**config.mk**
```make
export PLATFORM = sky130hd
export DESIGN_NAME = fifo_burst_reader_flat
export DESIGN_NICKNAME = d
export VERILOG_FILES = /design/src/rtl/fifo_burst_reader_if.sv /design/src/rtl/fifo_burst_reader.sv /design/src/flat_wrapper.sv
export SDC_FILE = /design/constraint.sdc
export NUM_CORES = 1
export LEC_CHECK = 0
export BUFFER_PORTS_ARGS = -buffer_cell sky130_fd_sc_hd__buf_2
export CORE_MARGIN = 3
export CORE_UTILIZATION = 40
export CTS_CLUSTER_SIZE = 12
export DETAILED_ROUTE_END_ITERATION = 8
export PLACE_DENSITY = 0.65
export SYNTH_ARGS = -nofsm -noshare
export SYNTH_HDL_FRONTEND = slang
export SYNTH_SLANG_ARGS = --single-unit
```
**constraint.sdc**
```tcl
create_clock -name clk -period 4.4 [get_ports clk]
set_clock_uncertainty 0.05 [all_clocks]
set_input_delay 0.22 -clock clk [delete_from_list [all_inputs] [get_ports clk]]
set_output_delay 0.22 -clock clk [all_outputs]
set_load 0.1 [all_outputs]
```
**src/rtl/fifo_burst_reader_if.sv**
```systemverilog
// Valid/ready stream carrying burst data with a burst-end marker.
// The master drives data/valid/last; the slave drives ready.
interface fifo_burst_reader_if #(
  parameter int DATA_WIDTH = 8
);
  logic [DATA_WIDTH-1:0] data;
  logic                  valid;
  logic                  ready;
  logic                  last;

  modport master (
    output data,
    output valid,
    output last,
    input  ready
  );

  modport slave (
    input  data,
    input  valid,
    input  last,
    output ready
  );
endinterface

```
**src/rtl/fifo_burst_reader.sv**
```systemverilog
// Drains a FIFO in fixed-length bursts onto a valid/ready stream.
// FIFO_BURST_READER_TIMEOUT_EN adds a 1-word flush after idle timeout.
module fifo_burst_reader #(
  parameter int DATA_WIDTH     = 8,
  parameter int BURST_LEN      = 2,
  parameter int LEN_WIDTH      = 2,
  parameter int TIMEOUT_CYCLES = 16
) (
  input  logic                  clk,
  input  logic                  rst,
  input  logic                  fifo_empty,
  input  logic                  fifo_almost_empty,
  input  logic [DATA_WIDTH-1:0] fifo_rd_data,
  output logic                  fifo_rd_en,
  fifo_burst_reader_if.master   m,
  output logic                  busy,
  output logic [7:0]            bursts_done
);

  if (BURST_LEN < 1 || (1 << LEN_WIDTH) <= BURST_LEN ||
      TIMEOUT_CYCLES < 1) begin : g_bad_cfg
    $error("fifo_burst_reader: bad parameters");
  end

  typedef enum logic [1:0] {
    IDLE,
    BURST,
    DRAIN
  } state_t;

  state_t                state;
  logic [LEN_WIDTH-1:0]  pop_cnt;
  logic [LEN_WIDTH-1:0]  last_idx;
  logic                  pending;
  logic                  pending_last;
  logic [DATA_WIDTH-1:0] buf_data [2];
  logic [1:0]            buf_last;
  logic                  rd_ptr;
  logic                  wr_ptr;
  logic [1:0]            count;
  logic                  accept;
  logic                  last_pop;
  logic                  start;
  logic [2:0]            occ;
  logic [2:0]            room;

  assign accept = m.valid && m.ready;

  // Buffer slots plus the pop in flight must leave room for this pop.
  assign occ  = {1'b0, count} + {2'b00, pending};
  assign room = 3'd2 + {2'b00, accept};

  assign fifo_rd_en = (state == BURST) && !fifo_empty
                    && (occ < room);
  assign last_pop   = fifo_rd_en && (pop_cnt == last_idx);

  assign m.valid = (count != 2'd0);
  assign m.data  = buf_data[rd_ptr];
  assign m.last  = m.valid && buf_last[rd_ptr];
  assign busy    = (state != IDLE);

`ifdef FIFO_BURST_READER_TIMEOUT_EN
  localparam int IW = $clog2(TIMEOUT_CYCLES + 1);

  logic [IW-1:0] idle_cnt;
  logic          flush;
  logic          timeout;

  assign timeout  = (idle_cnt == IW'(TIMEOUT_CYCLES));
  assign start    = !fifo_empty && (!fifo_almost_empty || timeout);
  assign last_idx = flush ? '0 : LEN_WIDTH'(BURST_LEN - 1);

  always_ff @(posedge clk) begin
    if (rst) begin
      idle_cnt <= '0;
      flush    <= 1'b0;
    end else if (state == IDLE) begin
      if (fifo_empty || start)
        idle_cnt <= '0;
      else if (fifo_almost_empty)
        idle_cnt <= idle_cnt + 1'b1;
      if (start)
        flush <= fifo_almost_empty;
    end else begin
      idle_cnt <= '0;
    end
  end
`else
  assign start    = !fifo_empty && !fifo_almost_empty;
  assign last_idx = LEN_WIDTH'(BURST_LEN - 1);
`endif

  always_ff @(posedge clk) begin
    if (rst) begin
      state        <= IDLE;
      pop_cnt      <= '0;
      pending      <= 1'b0;
      pending_last <= 1'b0;
      buf_data[0]  <= '0;
      buf_data[1]  <= '0;
      buf_last     <= 2'b00;
      rd_ptr       <= 1'b0;
      wr_ptr       <= 1'b0;
      count        <= 2'd0;
      bursts_done  <= 8'd0;
    end else begin
      pending      <= fifo_rd_en;
      pending_last <= last_pop;
      if (fifo_rd_en)
        pop_cnt <= pop_cnt + 1'b1;
      if (pending) begin
        buf_data[wr_ptr] <= fifo_rd_data;
        buf_last[wr_ptr] <= pending_last;
        wr_ptr           <= !wr_ptr;
      end
      if (accept)
        rd_ptr <= !rd_ptr;
      count <= count + {1'b0, pending}
                     - {1'b0, accept};
      if (accept && m.last)
        bursts_done <= bursts_done + 8'd1;
      unique case (state)
        IDLE: begin
          if (start) begin
            state   <= BURST;
            pop_cnt <= '0;
          end
        end
        BURST: begin
          if (last_pop)
            state <= DRAIN;
        end
        DRAIN: begin
          if (accept && m.last)
            state <= IDLE;
        end
        default: state <= IDLE;
      endcase
    end
  end

endmodule

```
**src/flat_wrapper.sv**
```systemverilog
// flat-port wrapper written by rule: the top's interface ports become plain ports
module fifo_burst_reader_flat 
#(
  parameter int DATA_WIDTH     = 8,
  parameter int BURST_LEN      = 2,
  parameter int LEN_WIDTH      = 2,
  parameter int TIMEOUT_CYCLES = 16
)
  (clk, rst, fifo_empty, fifo_almost_empty, fifo_rd_data, fifo_rd_en, busy, bursts_done, m_data, m_valid, m_last, m_ready);
  fifo_burst_reader_if #(.DATA_WIDTH(DATA_WIDTH)) m_i ();
  input  logic clk;
  input  logic rst;
  input  logic fifo_empty;
  input  logic fifo_almost_empty;
  input  logic [DATA_WIDTH-1:0] fifo_rd_data;
  output logic fifo_rd_en;
  output logic busy;
  output logic [7:0] bursts_done;
  output wire logic [$bits(m_i.data)-1:0] m_data;
  output wire logic [$bits(m_i.valid)-1:0] m_valid;
  output wire logic [$bits(m_i.last)-1:0] m_last;
  input wire logic [$bits(m_i.ready)-1:0] m_ready;
  assign m_data = m_i.data;
  assign m_valid = m_i.valid;
  assign m_last = m_i.last;
  assign m_i.ready = m_ready;
  fifo_burst_reader #(.DATA_WIDTH(DATA_WIDTH), .BURST_LEN(BURST_LEN), .LEN_WIDTH(LEN_WIDTH), .TIMEOUT_CYCLES(TIMEOUT_CYCLES)) u_core (.clk(clk), .rst(rst), .fifo_empty(fifo_empty), .fifo_almost_empty(fifo_almost_empty), .fifo_rd_data(fifo_rd_data), .fifo_rd_en(fifo_rd_en), .m(m_i), .busy(busy), .bursts_done(bursts_done));
endmodule
```
==> summary.md, run 1 <==
| Metric | Value |
|---|---|
| Bufs on Longest Clock Path | `2` |
| Total of max-cap violations | `0` |
| Global-route wire length before repair | `5040 um` |
| Setup WS post-layout | `~2.1 ns` |
| Post-synthesis cell count | `151` |
| Starting Density | `41.8%` |
| Area delta synth->final | `19.2%` |
| Met3 GRT Util | `5.82%` |
| All-Layer GR Usage | `12.9%` |
| Ratio of cells with drive above 1 in the final layout | `31.4%` |
| M2 GR Usage | `between 20% and 30%` |
| Outcome | `finished clean` |
| Number of global-route vias before repair | `1121` |
| CTS sink count | `37` |
| Die width | `roughly 71 um` |
| Final-stage net count | `about 210` |
| GRT overflow | `0` |
| Seq/Total Area, Yosys | `a little over half` |
| Syn nets | `170` |
| Inst Count DP | `230` |
| FP Rows | `23` |
| RSZ-0062 raised after global routing | `no` |
| Lkg Pwr | `0.872 nW` |
| Cell variety after synth | `30` |
| GR Layer Usage met1 | `16.1%` |
| Most frequent cells in the layout | `buf_2 (32), nor2_1 (21), dfxtp_1 (21), and2_1 (16), edfxtp_1 (16)` |
| # DRC | `0` |
| Slew headroom | `37.2%` |
| Die Ht | `between 70 and 80 um` |
| Clk_lat worst skew | `0.29 ns` |
| Fin. Hold Viols | `0` |
| CP Capture Type | `output port` |
| Detail Placement HPWL | `2140 um` |
| Antenna Nets Post-Route | `0` |
| Most common cell after layout, fill and taps aside | `buf_2` |
| Busiest layer in global routing | `met2` |
| Gpl congestion | `0.758` |
| Final WL | `between 3000 and 4000 um` |
| Starting DRT DRC Count | `73` |
| CTS H-tree lvls | `2` |
| Vias | `1149` |
| CTS tree | `done` |
| TritonCTS buffer count | `5` |
| CTS root buffer | `clkbuf_8` |
| Worst setup path class | `reg -> out` |
| Inserted Diodes | `0` |
| Port bufs | `32` |
| Crit Path Max Fanout | `5` |
| Setup bufs post-CTS | `0` |
| Pins Over Slew Limit | `0` |
| Synthesis-stage register bit count | `37` |
| I/O pin count | `33` |
| Fillers | `370` |
| Largest net degree at the start of global routing | `24` |
| DRT Pass-1 Iters | `4` |
| Number of synthesis warnings | `0` |
| Initial antenna violation count | `0` |
| Core area | `4060 um2` |
| Final setup violation count | `0` |
| Non-Filler Instances | `238` |
| Worst-Margin Slew | `0.935 ns` |
| Final worst path period need | `2.33 ns` |
| Setup TNS | `0 ns` |
| Worst slack, placed | `2.38 ns` |
| Hold-fix buffers, CTS | `0` |
| Fmax | `approximately 430 MHz` |
| Mapped Area | `1700 um2` |
| Vias/cell | `4.83` |
| Full die area | `5060 um2` |
| Power Density | `507 nW/um2` |
| Period utilization | `52.9%` |
| Post-cts sizing count | `0` |
| Critical Path AT | `2.06 ns` |
| CP Data Required Time | `4.13 ns` |
| Hold WC Path Type | `in -> reg` |
| WL per Instance | `12.6 um` |
| Reg area | `901 um2` |
| Peak VDD IR | `about 400 uV` |
| Multi-input gate area | `741 um2` |
| Avg Cell Area, Syn | `between 10 and 15 um2` |
| CP Launch Type | `flop` |
| Clock-pin slew on the worst setup and hold paths | `around 0.08 ns` |
state kept, by name (all words and copies together) (netlist names), named ones only:
name,cells
u_core.count,2
u_core.pending_last,1
u_core.pop_cnt,2
u_core.buf_last,2
u_core.state,2
u_core.rd_ptr,1
u_core.wr_ptr,1
u_core.bursts_done,8
u_core.buf_data,16
u_core.pending,1
Yosys cell counts:
cell | number | area [um2]
dfxtp_1 | 21 | 420
nor2_1 | 21 | 78.8
and2_1 | 16 | 100
edfxtp_1 | 16 | 480
inv_1 | 11 | 41.3
mux2_2 | 9 | 101
xnor2_1 | 9 | 78.8
nand2_1 | 7 | 26.3
ha_1 | 6 | 75.1
nor3_1 | 6 | 30.0
a21o_1 | 3 | 22.5
o21ai_0 | 3 | 15.0
a21oi_1 | 2 | 10.0
clkbuf_1 | 2 | 7.51
nor4_4 | 2 | 42.5
o21ai_2 | 2 | 17.5
xor2_1 | 2 | 17.5
a2111oi_4 | 1 | 27.5
a211oi_1 | 1 | 7.51
buf_1 | 1 | 3.75
inv_2 | 1 | 3.75
mux2i_4 | 1 | 22.5
nand2_2 | 1 | 6.26
nand3_1 | 1 | 5.00
nand4_1 | 1 | 6.26
nor2b_1 | 1 | 6.26
nor3b_1 | 1 | 7.51
nor4b_2 | 1 | 15.0
o211ai_2 | 1 | 12.5
o32ai_1 | 1 | 8.76
layout make-up:
type                       count  area share (%)
clock buffer                   5            3.40
multi-input combinational     99            36.6
inverter                      12            2.22
timing repair buffer          32            7.91
tap                           50            3.09
clock inverter                 3            2.29
sequential                    37            44.5
stage by stage:
step	instance area [um2]	hold WS (ns)	utilization, %	total power [mW]
after CTS	2020	0.152	49.9	1.04
after detailed placement	1910	0.390	47.1	0.742
final	2020	0.161	49.9	1.03
after global routing	2020	0.155	49.9	1.08
after global placement	1910	0.383	47.1	0.738
after floorplan	1700	0.358	-	0.694
worst paths after layout:
path / startpoint / end / slack [ns] / cells after the start
setup / recovery: u_core.count[0] / fifo_rd_en / 2.07 / 6
hold / removal: fifo_rd_data[0] / u_core.buf_data[1][0] / 0.16 / 2
setup reg to reg: u_core.count[1] / u_core.count[1] / 2.58 / 8
hold reg to reg: u_core.pending_last / u_core.buf_last[1] / 0.41 / 2
metal layers:
layer | share of wire, % | wire (um)
met4 | 1.7 | 51
met2 | 48 | 1440
met3 | 6.3 | 189
met1 | 44 | 1320
met5 | 0 | 0
cell families after synthesis:
family,share of synthesized area [%]
buf+inv,3.32
fa+ha+maj,4.42
compound gates,7.15
xor+xnor,5.67
simple gates,19.1
mux,7.30
flops,53.1
worst max-delay path: stages (launching register included):
cell and delay (ns):
dfxtp_1 0.36, ha_1 0.22, ha_1 0.19, nor4b_2 0.30, nand2_2 0.13, inv_2 0.13, buf_2 0.44
report_power, final:
part,internal (mW),leakage (nW),switching (mW)
logic,0.0759,0.482,0.242
registers,0.382,0.336,0.0326
clock network,0.170,0.0543,0.125
total,0.627,0.872,0.400
Note: power is estimated with default switching activity, not from simulation.
==> run 2: changes to the inputs <==
Clock period 4.4 ns to 2.25 ns, I/O delays scaled along.
==> summary.md, run 2 (synthesis results as in run 1) <==
| Metric | Value |
|---|---|
| Outcome | `finished clean` |
| Antenna Nets Post-Route | `0` |
| Largest net degree at the start of global routing | `24` |
| Fin. Hold Viols | `0` |
| CTS H-tree lvls | `2` |
| Worst setup path class | `reg -> out` |
| Largest Register | `u_core.buf_data` |
| Core area | `4060 um2` |
| TritonCTS buffer count | `5` |
| Lkg Pwr | `between 0.8 and 0.9 nW` |
| Detail Placement HPWL | `around 2200 um` |
| Most common cell after layout, fill and taps aside | `buf_2` |
| Clk_lat worst skew | `0.29 ns` |
| Power Density | `1020 nW/um2` |
| Full die area | `slightly above 5000 um2` |
| Period utilization | `91.8%` |
| Final setup violation count | `0` |
| Number of global-route vias before repair | `1190` |
| Setup TNS | `0 ns` |
| Initial antenna violation count | `0` |
| Cell Chain, Critical Path | `ha_1 -> ha_1 -> nor4b_2 -> nand2_2 -> inv_2 -> buf_4` |
| Final-stage net count | `208` |
| Die Ht | `71.2 um` |
| CTS root buffer | `clkbuf_8` |
| Final worst path period need | `2.06 ns` |
| Tot Pwr | `2.11 mW` |
| Max FFs per register | `16` |
| Crit Path Max Fanout | `5` |
| Gpl congestion | `approximately 0.75` |
| # DRC | `0` |
| Fmax | `about 480 MHz` |
| Reg2Reg Setup Slack | `0.38 ns` |
| CP Data Required Time | `2.09 ns` |
| Hold-fix buffers, CTS | `0` |
| Most frequent cells in the layout | `buf_2 (31), nor2_1 (21), dfxtp_1 (21), and2_1 (16), edfxtp_1 (16)` |
| CP Launch Type | `flop` |
| Pins Over Slew Limit | `0` |
| GRT overflow | `0` |
| CTS tree | `done` |
| CP max-delay cell | `dfxtp_1` |
| Worst-Margin Slew | `roughly 0.49 ns` |
| RSZ-0062 raised after global routing | `no` |
| Starting DRT DRC Count | `44` |
| CP peak stage delay | `0.36 ns` |
| All-Layer GR Usage | `between 10% and 20%` |
| Bufs on Longest Clock Path | `2` |
| Final WL | `3060 um` |
| FP Rows | `23` |
| Fillers | `around 370` |
| DRT Pass-1 Iters | `4` |
| CP most frequent cell | `ha_1` |
| Ratio of cells with drive above 1 in the final layout | `32.1%` |
| I/O pin count | `33` |
| Setup crit start | `u_core.count[0]` |
| Area delta synth->final | `21.4%` |
| Top flop regs | `u_core.buf_data x16, u_core.bursts_done x8` |
| Vias | `about 1100` |
| WL per Instance | `12.8 um` |
| Vias/cell | `4.75` |
| CTS sink count | `37` |
| Critical Path AT | `1.90 ns` |
| Hold WC Path Type | `in -> reg` |
| Min-delay src | `fifo_rd_data[3]` |
| Total of max-cap violations | `0` |
| Slew headroom | `67.7%` |
| Inserted Diodes | `0` |
| Global-route wire length before repair | `approximately 5400 um` |
| Starting Density | `41.8%` |
| Port bufs | `32` |
| Peak VDD IR | `893 uV` |
| Clock-pin slew on the worst setup and hold paths | `~0.07 ns` |
| Worst R2R Start | `u_core.count[1]` |
| Die width | `71.2 um` |
| CP Capture Type | `output port` |
==> run 2: cell types whose count changed in the layout (fill, tap and decap cells not counted), sizes merged <==
| cell | previous run | this run |
|---|---|---|
| buf | 32 | 34 |
| bufinv | 1 | 2 |
| clkinvlp | 1 | 0 |
==> run 2: worst paths after layout <==
kind	depth (start not counted)	end
worst max register to register	8	u_core.count[1]
worst min register to register	2	u_core.buf_last[0]
worst max-delay path	6	fifo_rd_en
worst min-delay path	2	u_core.buf_data[0][3]
==> run 2: worst max-delay path: cells and delay by family (launching register included) <==
family / cells / cell delay (ns)
adder cells (fa/ha/maj): 2 / 0.41
flip-flops: 1 / 0.36
buffers and inverters: 2 / 0.42
AND/OR/NAND/NOR: 2 / 0.42
==> run 2: stage by stage <==
step	hold slack (ns)	cell area, um2	cells	worst slack (ns)	util [%]
2_1_floorplan	0.251	1700	151	0.194	-
3_3_place_gp	0.347	1920	232	0.403	47.4
3_5_place_dp	0.354	1920	232	0.356	47.4
4_1_cts	0.0440	2060	240	0.0310	50.7
5_1_grt	0.0589	2060	240	0.0239	50.8
6_report	0.0609	2060	240	0.185	50.8
==> run 2: area by class of cell <==
type	count	area, um2	area share, %
Inverter	12	45.0	2.19
Clock buffer	5	68.8	3.34
Clock inverter	3	65.1	3.16
Multi-Input combinational cell	99	741	35.9
Sequential cell	37	901	43.7
Timing Repair Buffer	34	178	8.62
Tap cell	50	62.6	3.04
==> run 2: report_power, final <==
| group | internal (mW) | switching [mW] |
|---|---|---|
| Combinational | 0.150 | 0.477 |
| Sequential | 0.747 | 0.0634 |
| Clock | 0.440 | 0.234 |
==> run 2: what timing repair did <==
item / CTS / global route
setup buffers: 0 / 0
endpoints found under the hold margin: 0 / 0
resized for setup: 0 / 2
setup endpoints to repair: 0 / 1
==> run 2: layer usage <==
layer	GRT usage [%]	vias up	part of all wire, %
met3	4.55	5	4.7
met4	6.89	0	2.4
met5	0	-	0
li1	-	588	-
met1	16.8	523	46
met2	22.0	25	47
